**src/rtl/vdp_io_ctrl.sv**
```systemverilog
// vdp_io_ctrl: Z80 port 0xBE/0xBF sequencer for the VDP.
// Decodes the two-byte control protocol, owns the auto-incrementing VRAM
// address, the access code, the read-ahead buffer and registers R0..R(N-1),
// and schedules one CPU VRAM access at a time into renderer free slots.
//
// VRAM handshake: vram_req is raised with vram_we/vram_addr/vram_wdata and
// all four are held stable until a cycle where vram_gnt is also high; that
// cycle is the transfer. vram_gnt while vram_req is low means nothing.
// For reads, vram_rdata is taken the cycle after the transfer.
module vdp_io_ctrl #(
    parameter int NUM_REGS = 11
) (
    input  logic                  clk,
    input  logic                  reset,
    input  logic                  io_wr,
    input  logic                  io_rd,
    input  logic                  port_ctrl,
    input  logic [7:0]            cpu_din,
    output logic [7:0]            cpu_dout,
    input  logic [7:0]            status_in,
    output logic                  status_clr,
    output logic                  busy,
    output logic                  ovf,
    output logic                  vram_req,
    output logic                  vram_we,
    output logic [13:0]           vram_addr,
    output logic [7:0]            vram_wdata,
    input  logic                  vram_gnt,
    input  logic [7:0]            vram_rdata,
    output logic                  cram_we,
    output logic [4:0]            cram_addr,
    output logic [7:0]            cram_wdata,
    output logic [8*NUM_REGS-1:0] regs
);

    typedef enum logic [1:0] {
        ST_IDLE  = 2'd0,
        ST_REQ   = 2'd1,
        ST_RDATA = 2'd2
    } state_t;

    state_t      state_q;
    state_t      state_d;

    logic        first;
    logic [7:0]  latch;
    logic [13:0] addr;
    logic [1:0]  code;
    logic [7:0]  rd_buf;
    logic        req_we;

    logic        ctrl_wr;
    logic        ctrl_rd;
    logic        data_wr;
    logic        data_rd;
    logic        ra_ctrl;
    logic        start_rd;
    logic        start_wr;
    logic        drop;
    logic [13:0] start_addr;
    logic        xfer;

    // Strobe decode and request scheduling; anything needing VRAM while busy is dropped
    always_comb begin
        ctrl_wr    = io_wr & port_ctrl;
        ctrl_rd    = io_rd & port_ctrl;
        data_wr    = io_wr & ~port_ctrl;
        data_rd    = io_rd & ~port_ctrl;
        ra_ctrl    = ctrl_wr & first & (cpu_din[7:6] == 2'b00);
        start_rd   = ~busy & (ra_ctrl | data_rd);
        start_wr   = ~busy & data_wr & (code != 2'b11);
        drop       = busy & (data_wr | data_rd | ra_ctrl);
        start_addr = ra_ctrl ? {cpu_din[5:0], latch} : addr;
        xfer       = vram_req & vram_gnt;
    end

    // CPU read mux: status on the control port, read-ahead buffer on the data port
    assign cpu_dout = port_ctrl ? status_in : rd_buf;

    // FSM state register
    always_ff @(posedge clk) begin
        if (reset) begin
            state_q <= ST_IDLE;
        end else begin
            state_q <= state_d;
        end
    end

    // FSM next state: a write completes on grant, a read spends one cycle capturing data
    always_comb begin
        state_d = state_q;
        case (state_q)
            ST_IDLE: begin
                if (start_rd || start_wr) begin
                    state_d = ST_REQ;
                end
            end
            ST_REQ: begin
                if (vram_gnt) begin
                    state_d = req_we ? ST_IDLE : ST_RDATA;
                end
            end
            ST_RDATA: begin
                state_d = ST_IDLE;
            end
            default: begin
                state_d = ST_IDLE;
            end
        endcase
    end

    // FSM outputs
    always_comb begin
        vram_req = (state_q == ST_REQ);
        busy     = (state_q != ST_IDLE);
        vram_we  = (state_q == ST_REQ) & req_we;
    end

    // Port protocol, address counter, read-ahead buffer, CRAM strobe and register file
    always_ff @(posedge clk) begin
        if (reset) begin
            first      <= 1'b0;
            latch      <= 8'h00;
            addr       <= 14'h0000;
            code       <= 2'b00;
            rd_buf     <= 8'h00;
            req_we     <= 1'b0;
            vram_addr  <= 14'h0000;
            vram_wdata <= 8'h00;
            ovf        <= 1'b0;
            status_clr <= 1'b0;
            cram_we    <= 1'b0;
            cram_addr  <= 5'd0;
            cram_wdata <= 8'h00;
            regs       <= '0;
        end else begin
            status_clr <= ctrl_rd;
            cram_we    <= 1'b0;

            if (drop) begin
                ovf <= 1'b1;
            end

            // The pending request keeps its own copy of address and data
            if (start_rd || start_wr) begin
                req_we     <= start_wr;
                vram_addr  <= start_addr;
                vram_wdata <= cpu_din;
            end

            // Auto-increment after a completed transfer; a same-cycle address load wins below
            if (xfer) begin
                addr <= addr + 14'd1;
            end

            if (state_q == ST_RDATA) begin
                rd_buf <= vram_rdata;
            end

            if (ctrl_wr) begin
                if (!first) begin
                    latch <= cpu_din;
                    first <= 1'b1;
                end else begin
                    first <= 1'b0;
                    code  <= cpu_din[7:6];
                    addr  <= {cpu_din[5:0], latch};
                    if (cpu_din[7:6] == 2'b10) begin
                        for (int i = 0; i < NUM_REGS; i++) begin
                            if (cpu_din[3:0] == 4'(i)) begin
                                regs[i*8 +: 8] <= latch;
                            end
                        end
                    end
                end
            end

            if (ctrl_rd || data_rd) begin
                first <= 1'b0;
            end

            // Data write: CRAM completes immediately, VRAM goes through the request path
            if (data_wr) begin
                first <= 1'b0;
                if (!busy) begin
                    rd_buf <= cpu_din;
                    if (code == 2'b11) begin
                        cram_we    <= 1'b1;
                        cram_addr  <= addr[4:0];
                        cram_wdata <= cpu_din;
                        addr       <= addr + 14'd1;
                    end
                end
            end
        end
    end

endmodule
```
**config.mk**
```make
export PLATFORM = sky130hd
export DESIGN_NAME = vdp_io_ctrl
export DESIGN_NICKNAME = d
export VERILOG_FILES = /design/src/rtl/vdp_io_ctrl.sv
export SDC_FILE = /design/constraint.sdc
export NUM_CORES = 1
export LEC_CHECK = 0
export CORE_ASPECT_RATIO = 1.75
export CORE_UTILIZATION = 40
export CTS_CLUSTER_DIAMETER = 80
export CTS_CLUSTER_SIZE = 30
export DETAILED_ROUTE_END_ITERATION = 10
export HOLD_SLACK_MARGIN = 0.06
export PLACE_DENSITY = 0.76
export SKIP_CTS_REPAIR_TIMING = 1
export SYNTH_ARGS = -nofsm -noshare
export SYNTH_HDL_FRONTEND = slang
export SYNTH_SLANG_ARGS = --single-unit
```
**constraint.sdc**
```tcl
create_clock -name clk -period 5.3 [get_ports clk]
set_input_delay 0.53 -clock clk [delete_from_list [all_inputs] [get_ports clk]]
set_output_delay 0.53 -clock clk [all_outputs]
set_load 0.02 [all_outputs]
```
==> flow_metrics.py, run 1 <==
metrics = {
    "logic_synthesis": {
        "synth-edff-count": 0,
        "syn-cell-area_sq_um": 6650,
        "yosysWarnings": 0,
        "synth_seq_area_share": 0.487,
        "synth_nets": 773,
        "synth_flop_cell": "dfxtp_1",
        "avgSynthCellArea_sq_um": 8.97,
        "netlist_instances": 742,
        "ys_seq_elements": 162,
        "synthDistinctLibCells": 52,
        "ys_async_sr_fraction": 0,
    },
    "placement": {
        "place.gp.congestion": 0.845,
        "dp_slack_ns": 1.70,
        "portBuffers": 166,
        "dp.final_hpwl_um": 13300,
    },
    "routing": {
        "via_count": 5777,
        "drc": 0,
        "wl_per_cell_um": 17.7,
        "vias_per_cell": 5.19,
        "drt-total-wl_um": 19700,
        "firstDrtPassIters": 7,
        "initialDrtViolationCount": 361,
        "antenna_left": 0,
    },
    "setup_path": {
        "cp-start-kind": "input port",
        "required_ns": 5.63,
        "r2r_slack_ns": 2.47,
        "r2r_end": "vram_addr[5]",
        "reg2reg_depth": 7,
        "cpMaxStageDelayCell": "or3_1",
        "slowest_delay_ns": 0.74,
        "crit_chain": "clkdlybuf4s50_1, buf_4, nand3_2, buf_4, or3_1, a21oi_4, buf_4, nor2_1, a211oi_2",
        "critPathMaxFanout": 26,
        "reg2reg_from": "first",
        "critPathTopFamily": "buffers and inverters",
        "critPathKind": "input port to flop",
        "end_kind": "flop",
        "cp.buffers_inverters": 4,
        "cp_data_arrival_time_ns": 3.57,
        "cpMostUsedCell": "buf_4",
    },
    "sta": {
        "drv_slew": 0,
        "setup_violations": 0,
        "final_hold_viol_count": 0,
        "rsz0062_at_grt": "no",
        "worst-slew-pin-transition_ns": 0.964,
        "slew_headroom": 0.357,
        "fin_setup_tns_ns": 0,
        "fin_crit_sh": 0.611,
        "max_freq_ghz": 0.309,
        "period_needed_ns": 3.24,
        "fin_ws_ns": 2.06,
        "fin_worst_skew_ns": 0.0116,
    },
    "pwr": {
        "p_sw_frac": 0.248,
        "internal-power_mw": 2.11,
        "p_comb_frac": 0.077,
        "clock_power_share": 0.467,
        "powerDensity_nw_per_um2": 311,
        "switchingPower_uw": 694,
        "irDropWorstVdd_v": 0.000226,
        "pwr-share-seq": 0.457,
        "leakagePower_nw": 3.57,
    },
    "min_path": {
        "hold_path_class": "flop to flop",
        "whs_endpoint": "regs[1]",
        "hold_path.startpoint": "regs[1]",
        "hold_depth": 2,
    },
    "cts": {
        "numCtsBuffers": 17,
        "clock_latency_ns": 0.42,
        "path_clk_slew_ns": 0.07,
        "cts_root_buffer": "clkbuf_16",
        "htreeDepth": 4,
        "clock_path_buffers": 2,
        "cts_tree": "built",
        "numClockSinks": 162,
    },
    "die": {
        "start_util": 0.407,
        "coreArea_sq_um": 16400,
        "dieWidth_um": 99.5,
        "ioPinCount": 167,
        "rows": 62,
        "die-area_sq_um": 17200,
        "die_y_um": 173,
    },
    "global_route": {
        "grt.overflow.total": 0,
        "antenna_found_initial": 0,
        "grt_max_degree": 85,
        "grt_first_pass_wirelength_um": 30800,
        "grt_util_all_layers": 0.232,
        "grt_pass1_vias": 5650,
    },
    "layout": {
        "drive_above_1_share": 0.0764,
        "final_core_util": 0.552,
        "syn2layout_area_growth_pct": 35.7,
        "nets": 908,
        "insertedDiodeCount": 0,
    },
    "status": {
        "run_status": "finished clean",
    },
    "run": {
        "maxCapViolCount": 0,
    },
}
-- flip-flops by register name, summed over array words and instances (netlist names), 2 cells and up --
name        count
state_q         2
code            2
cram_wdata      8
vram_wdata      8
rd_buf          8
vram_addr      14
regs           88
addr           14
cram_addr       5
latch           8
-- metal layers --
layer,global-route usage,routed length (um),share of wire
met2,0.431,10700,0.54
met5,0,0,0
met4,0.110,734,0.037
met1,0.246,7510,0.38
met3,0.0432,754,0.038
-- worst reg2reg max path: stages (launching register included) --
cell and delay (ns):
dfxtp_1 0.40, nand3_2 0.08, buf_4 0.23, or3_1 0.74
a21oi_4 0.55, buf_4 0.40, nor2_1 0.12, a211oi_2 0.20
-- cells by family after synthesis --
kind of cell	count (synthesis)	share of synthesized area
multiplexers	92	0.140
AND/OR/NAND/NOR	293	0.191
buffers and inverters	60	0.0399
adder cells (fa/ha/maj)	1	0.00188
AO/OA/AOI/OAI	125	0.128
XOR/XNOR	9	0.0118
flip-flops	162	0.487
-- how the worst max path moves through the flow --
| stage | start | to | cells past startpoint |
|---|---|---|---|
| floorplan | port_ctrl | vram_wdata[4] | 8 |
| global route | port_ctrl | vram_addr[12] | 9 |
| CTS | port_ctrl | vram_addr[5] | 9 |
| finish | port_ctrl | vram_addr[5] | 9 |
| global placement | port_ctrl | vram_addr[2] | 9 |
| detailed placement | port_ctrl | vram_addr[2] | 9 |
-- synth_stat cells (6+ instances only) --
cell type | number | area share
a211oi_1 | 14 | 0.016
a211oi_2 | 14 | 0.026
a21oi_1 | 65 | 0.049
clkbuf_1 | 45 | 0.025
dfxtp_1 | 162 | 0.49
mux2_2 | 8 | 0.014
mux2i_1 | 84 | 0.13
nand2_1 | 115 | 0.065
nand3_1 | 26 | 0.020
nand4_1 | 7 | 0.0066
nor2_1 | 110 | 0.062
o21ai_0 | 9 | 0.0068
xnor2_1 | 6 | 0.0079
-- per-stage QoR --
step | power (mW) | instances | area [sq um] | hold WS [ns]
4_1_cts | 2.82 | 1114 | 9030 | 0.453
5_1_grt | 2.89 | 1114 | 9030 | 0.471
3_5_place_dp | 1.52 | 1082 | 8400 | 0.442
6_report | 2.80 | 1114 | 9030 | 0.451
2_1_floorplan | 1.42 | 742 | 6650 | 0.417
3_3_place_gp | 1.52 | 1082 | 8400 | 0.439
-- final cells by class --
class,count,area [sq um]
multi-input combinational,520,3150
fill,1454,7340
sequential,162,3240
timing repair buffer,173,1710
tap,224,280
clock inverter,14,190
inverter,3,11.3
clock buffer,18,439
-- power by group through the flow --
stage	clock (mW)	combinational [mW]	sequential [mW]
CTS	1.33	0.215	1.28
finish	1.31	0.215	1.28
detailed placement	0	0.213	1.31
global placement	0	0.211	1.31
floorplan	0	0.121	1.30
global route	1.38	0.229	1.28
-- layout by cell type (no fill, tap or decap), drive strengths merged, types with 8 or more instances in the layout --
cell type and n:
a211oi 28, nand2 115, clkdlybuf4s50 165, mux2i 84, inv 11, dfxtp 162, mux2 8, nand3 27
clkbuf 18, a21oi 66, buf 8, o21ai 9, nor2 110
Power figures use the tool's default switching activity.
==> run 2, diff against run 1 <==
==> constraint.sdc (replaced) <==
create_clock -name clk -period 3.4 [get_ports clk]
set_input_delay 0.34 -clock clk [delete_from_list [all_inputs] [get_ports clk]]
set_output_delay 0.34 -clock clk [all_outputs]
set_load 0.02 [all_outputs]
==> run 2 against run 1 <==
Critical path depth shrank 5. Total power grew 51%. Non-clock buffer count grew 7. Worst hold slack gained 0.0041 ns. Worst setup slack lost 1.0 ns. Largest cell class unchanged.
==> flow_metrics.py, run 2 (same netlist as run 1, synthesis figures left out) <==
metrics = {
    "placement": {
        "placed_area_sq_um": 8460,
        "dp.final_hpwl_um": 13700,
        "place_inst": 1089,
        "portBuffers": 166,
        "place.gp.congestion": 0.835,
    },
    "sta": {
        "worst-slew-pin-transition_ns": 0.878,
        "fin_worst_skew_ns": 0.0136,
        "rsz0062_at_grt": "no",
        "setup_violations": 0,
        "final_hold_viol_count": 0,
        "slew_headroom": 0.414,
        "fin_crit_sh": 0.697,
        "max_freq_ghz": 0.422,
        "period_needed_ns": 2.37,
        "drv_slew": 0,
        "fin_setup_tns_ns": 0,
    },
    "routing": {
        "via_count": 5909,
        "firstDrtPassIters": 5,
        "drt-total-wl_um": 20000,
        "wl_per_cell_um": 17.9,
        "initialDrtViolationCount": 254,
        "vias_per_cell": 5.27,
        "antenna_left": 0,
        "drc": 0,
    },
    "setup_path": {
        "cp.buffers_inverters": 3,
        "slowest_delay_ns": 0.54,
        "cp_num_cells": 4,
        "cp_data_arrival_time_ns": 2.03,
        "end_kind": "primary output",
        "critPathKind": "input port to primary output",
        "critPathTopFamily": "buffers and inverters",
        "cpMaxStageDelayCell": "clkdlybuf4s50_1",
        "critPathMaxFanout": 16,
        "cp-start-kind": "input port",
        "required_ns": 3.06,
        "reg2reg_depth": 5,
        "crit_chain": "clkdlybuf4s50_1, buf_4, mux2_2, clkdlybuf4s50_1",
        "cpMostUsedCell": "clkdlybuf4s50_1",
    },
    "die": {
        "ioPinCount": 167,
        "die_y_um": 173,
        "die-area_sq_um": 17200,
        "start_util": 0.407,
        "rows": 62,
        "coreArea_sq_um": 16400,
        "dieWidth_um": 99.5,
    },
    "global_route": {
        "grt.overflow.total": 0,
        "grt_max_degree": 78,
        "globalRoute.busiestLayer": "met2",
        "grt_util_all_layers": 0.234,
        "grt_first_pass_wirelength_um": 31200,
        "grt_util_met1": 0.238,
        "use_met3": 0.0477,
        "antenna_found_initial": 0,
        "grt_pass1_vias": 5815,
        "grt_use_met2": 0.437,
    },
    "status": {
        "run_status": "finished clean",
    },
    "pwr": {
        "leakagePower_nw": 3.58,
        "powerDensity_nw_per_um2": 467,
        "irDropWorstVdd_v": 0.000371,
    },
    "cts": {
        "numClockSinks": 162,
        "clock_path_buffers": 2,
        "numCtsBuffers": 17,
        "cts_root_buffer": "clkbuf_16",
        "path_clk_slew_ns": 0.07,
        "cts_tree": "built",
        "htreeDepth": 4,
        "clock_latency_ns": 0.43,
    },
    "layout": {
        "largest-register": "regs",
        "syn2layout_area_growth_pct": 36.1,
        "multiInputGateArea_sq_um": 3150,
        "insertedDiodeCount": 0,
        "drive_above_1_share": 0.0836,
        "layout.cells.non_filler": 1121,
        "nets": 915,
        "seq_area_sq_um": 3240,
        "fillers": 1449,
        "final_cell_mix": "165 x clkdlybuf4s50_1, 162 x dfxtp_1, 115 x nand2_1, 110 x nor2_1, 84 x mux2i_1",
        "final_common_cell": "clkdlybuf4s50_1",
        "finalInstanceArea_sq_um": 9050,
        "largest_registers": "regs (88), addr (14), vram_addr (14)",
        "largest_reg_flops": 88,
    },
    "run": {
        "maxCapViolCount": 0,
    },
    "min_path": {
        "hold_path_class": "flop to flop",
        "hold_depth": 2,
    },
}
## run 2: cell count changes in the layout (fill, tap and decap cells not counted), sizes merged
cell / previous run / this run
buf: 8 / 15
bufinv: 3 / 0
clkinv: 3 / 6
clkbuf: 18 / 17
clkinvlp: 0 / 1
## run 2: worst paths after layout
check / from / to / slack [ns]
max reg2reg: state_q[1] / addr[2] / 1.38
min: cram_addr[3] / cram_addr[3] / 0.45
max: port_ctrl / cpu_dout[7] / 1.03
min reg2reg: cram_addr[3] / cram_addr[3] / 0.45
## run 2: per-stage QoR
step / worst slack (ns) / utilization / power (mW) / hold WS (ns)
6_report: 1.03 / 0.553 / 4.23 / 0.455
5_1_grt: 0.993 / 0.553 / 4.36 / 0.475
4_1_cts: 1.02 / 0.553 / 4.26 / 0.457
3_3_place_gp: 0.704 / 0.517 / 2.38 / 0.437
2_1_floorplan: 1.67 / - / 2.22 / 0.417
3_5_place_dp: 0.714 / 0.517 / 2.38 / 0.446
## run 2: layout make-up
class	instances	share of cell area
multi-input combinational	520	0.348
sequential	162	0.358
tap	224	0.0310
timing repair buffer	180	0.196
inverter	3	0.00124
clock inverter	15	0.0184
clock buffer	17	0.0470
## run 2: worst register-to-register path, cell delays in order, from the launching register on
cell and delay (ns):
dfxtp_1 0.34, nor2_1 0.24, and4_1 0.67, o21ai_0 0.29, xnor2_1 0.18, a22o_1 0.20
## run 2: where the power goes
part           switching [mW]  leakage, nW  total, mW  internal, mW
registers              0.0550         1.31       1.99          1.94
logic                   0.195         1.98      0.349         0.153
clock network           0.900        0.288       1.89         0.988
## run 2: per-layer routing
layer,vias to the layer above,wire [um]
met5,-,0
met4,0,903
met3,45,990
met2,189,10900
met1,2843,7280
li1,2832,-
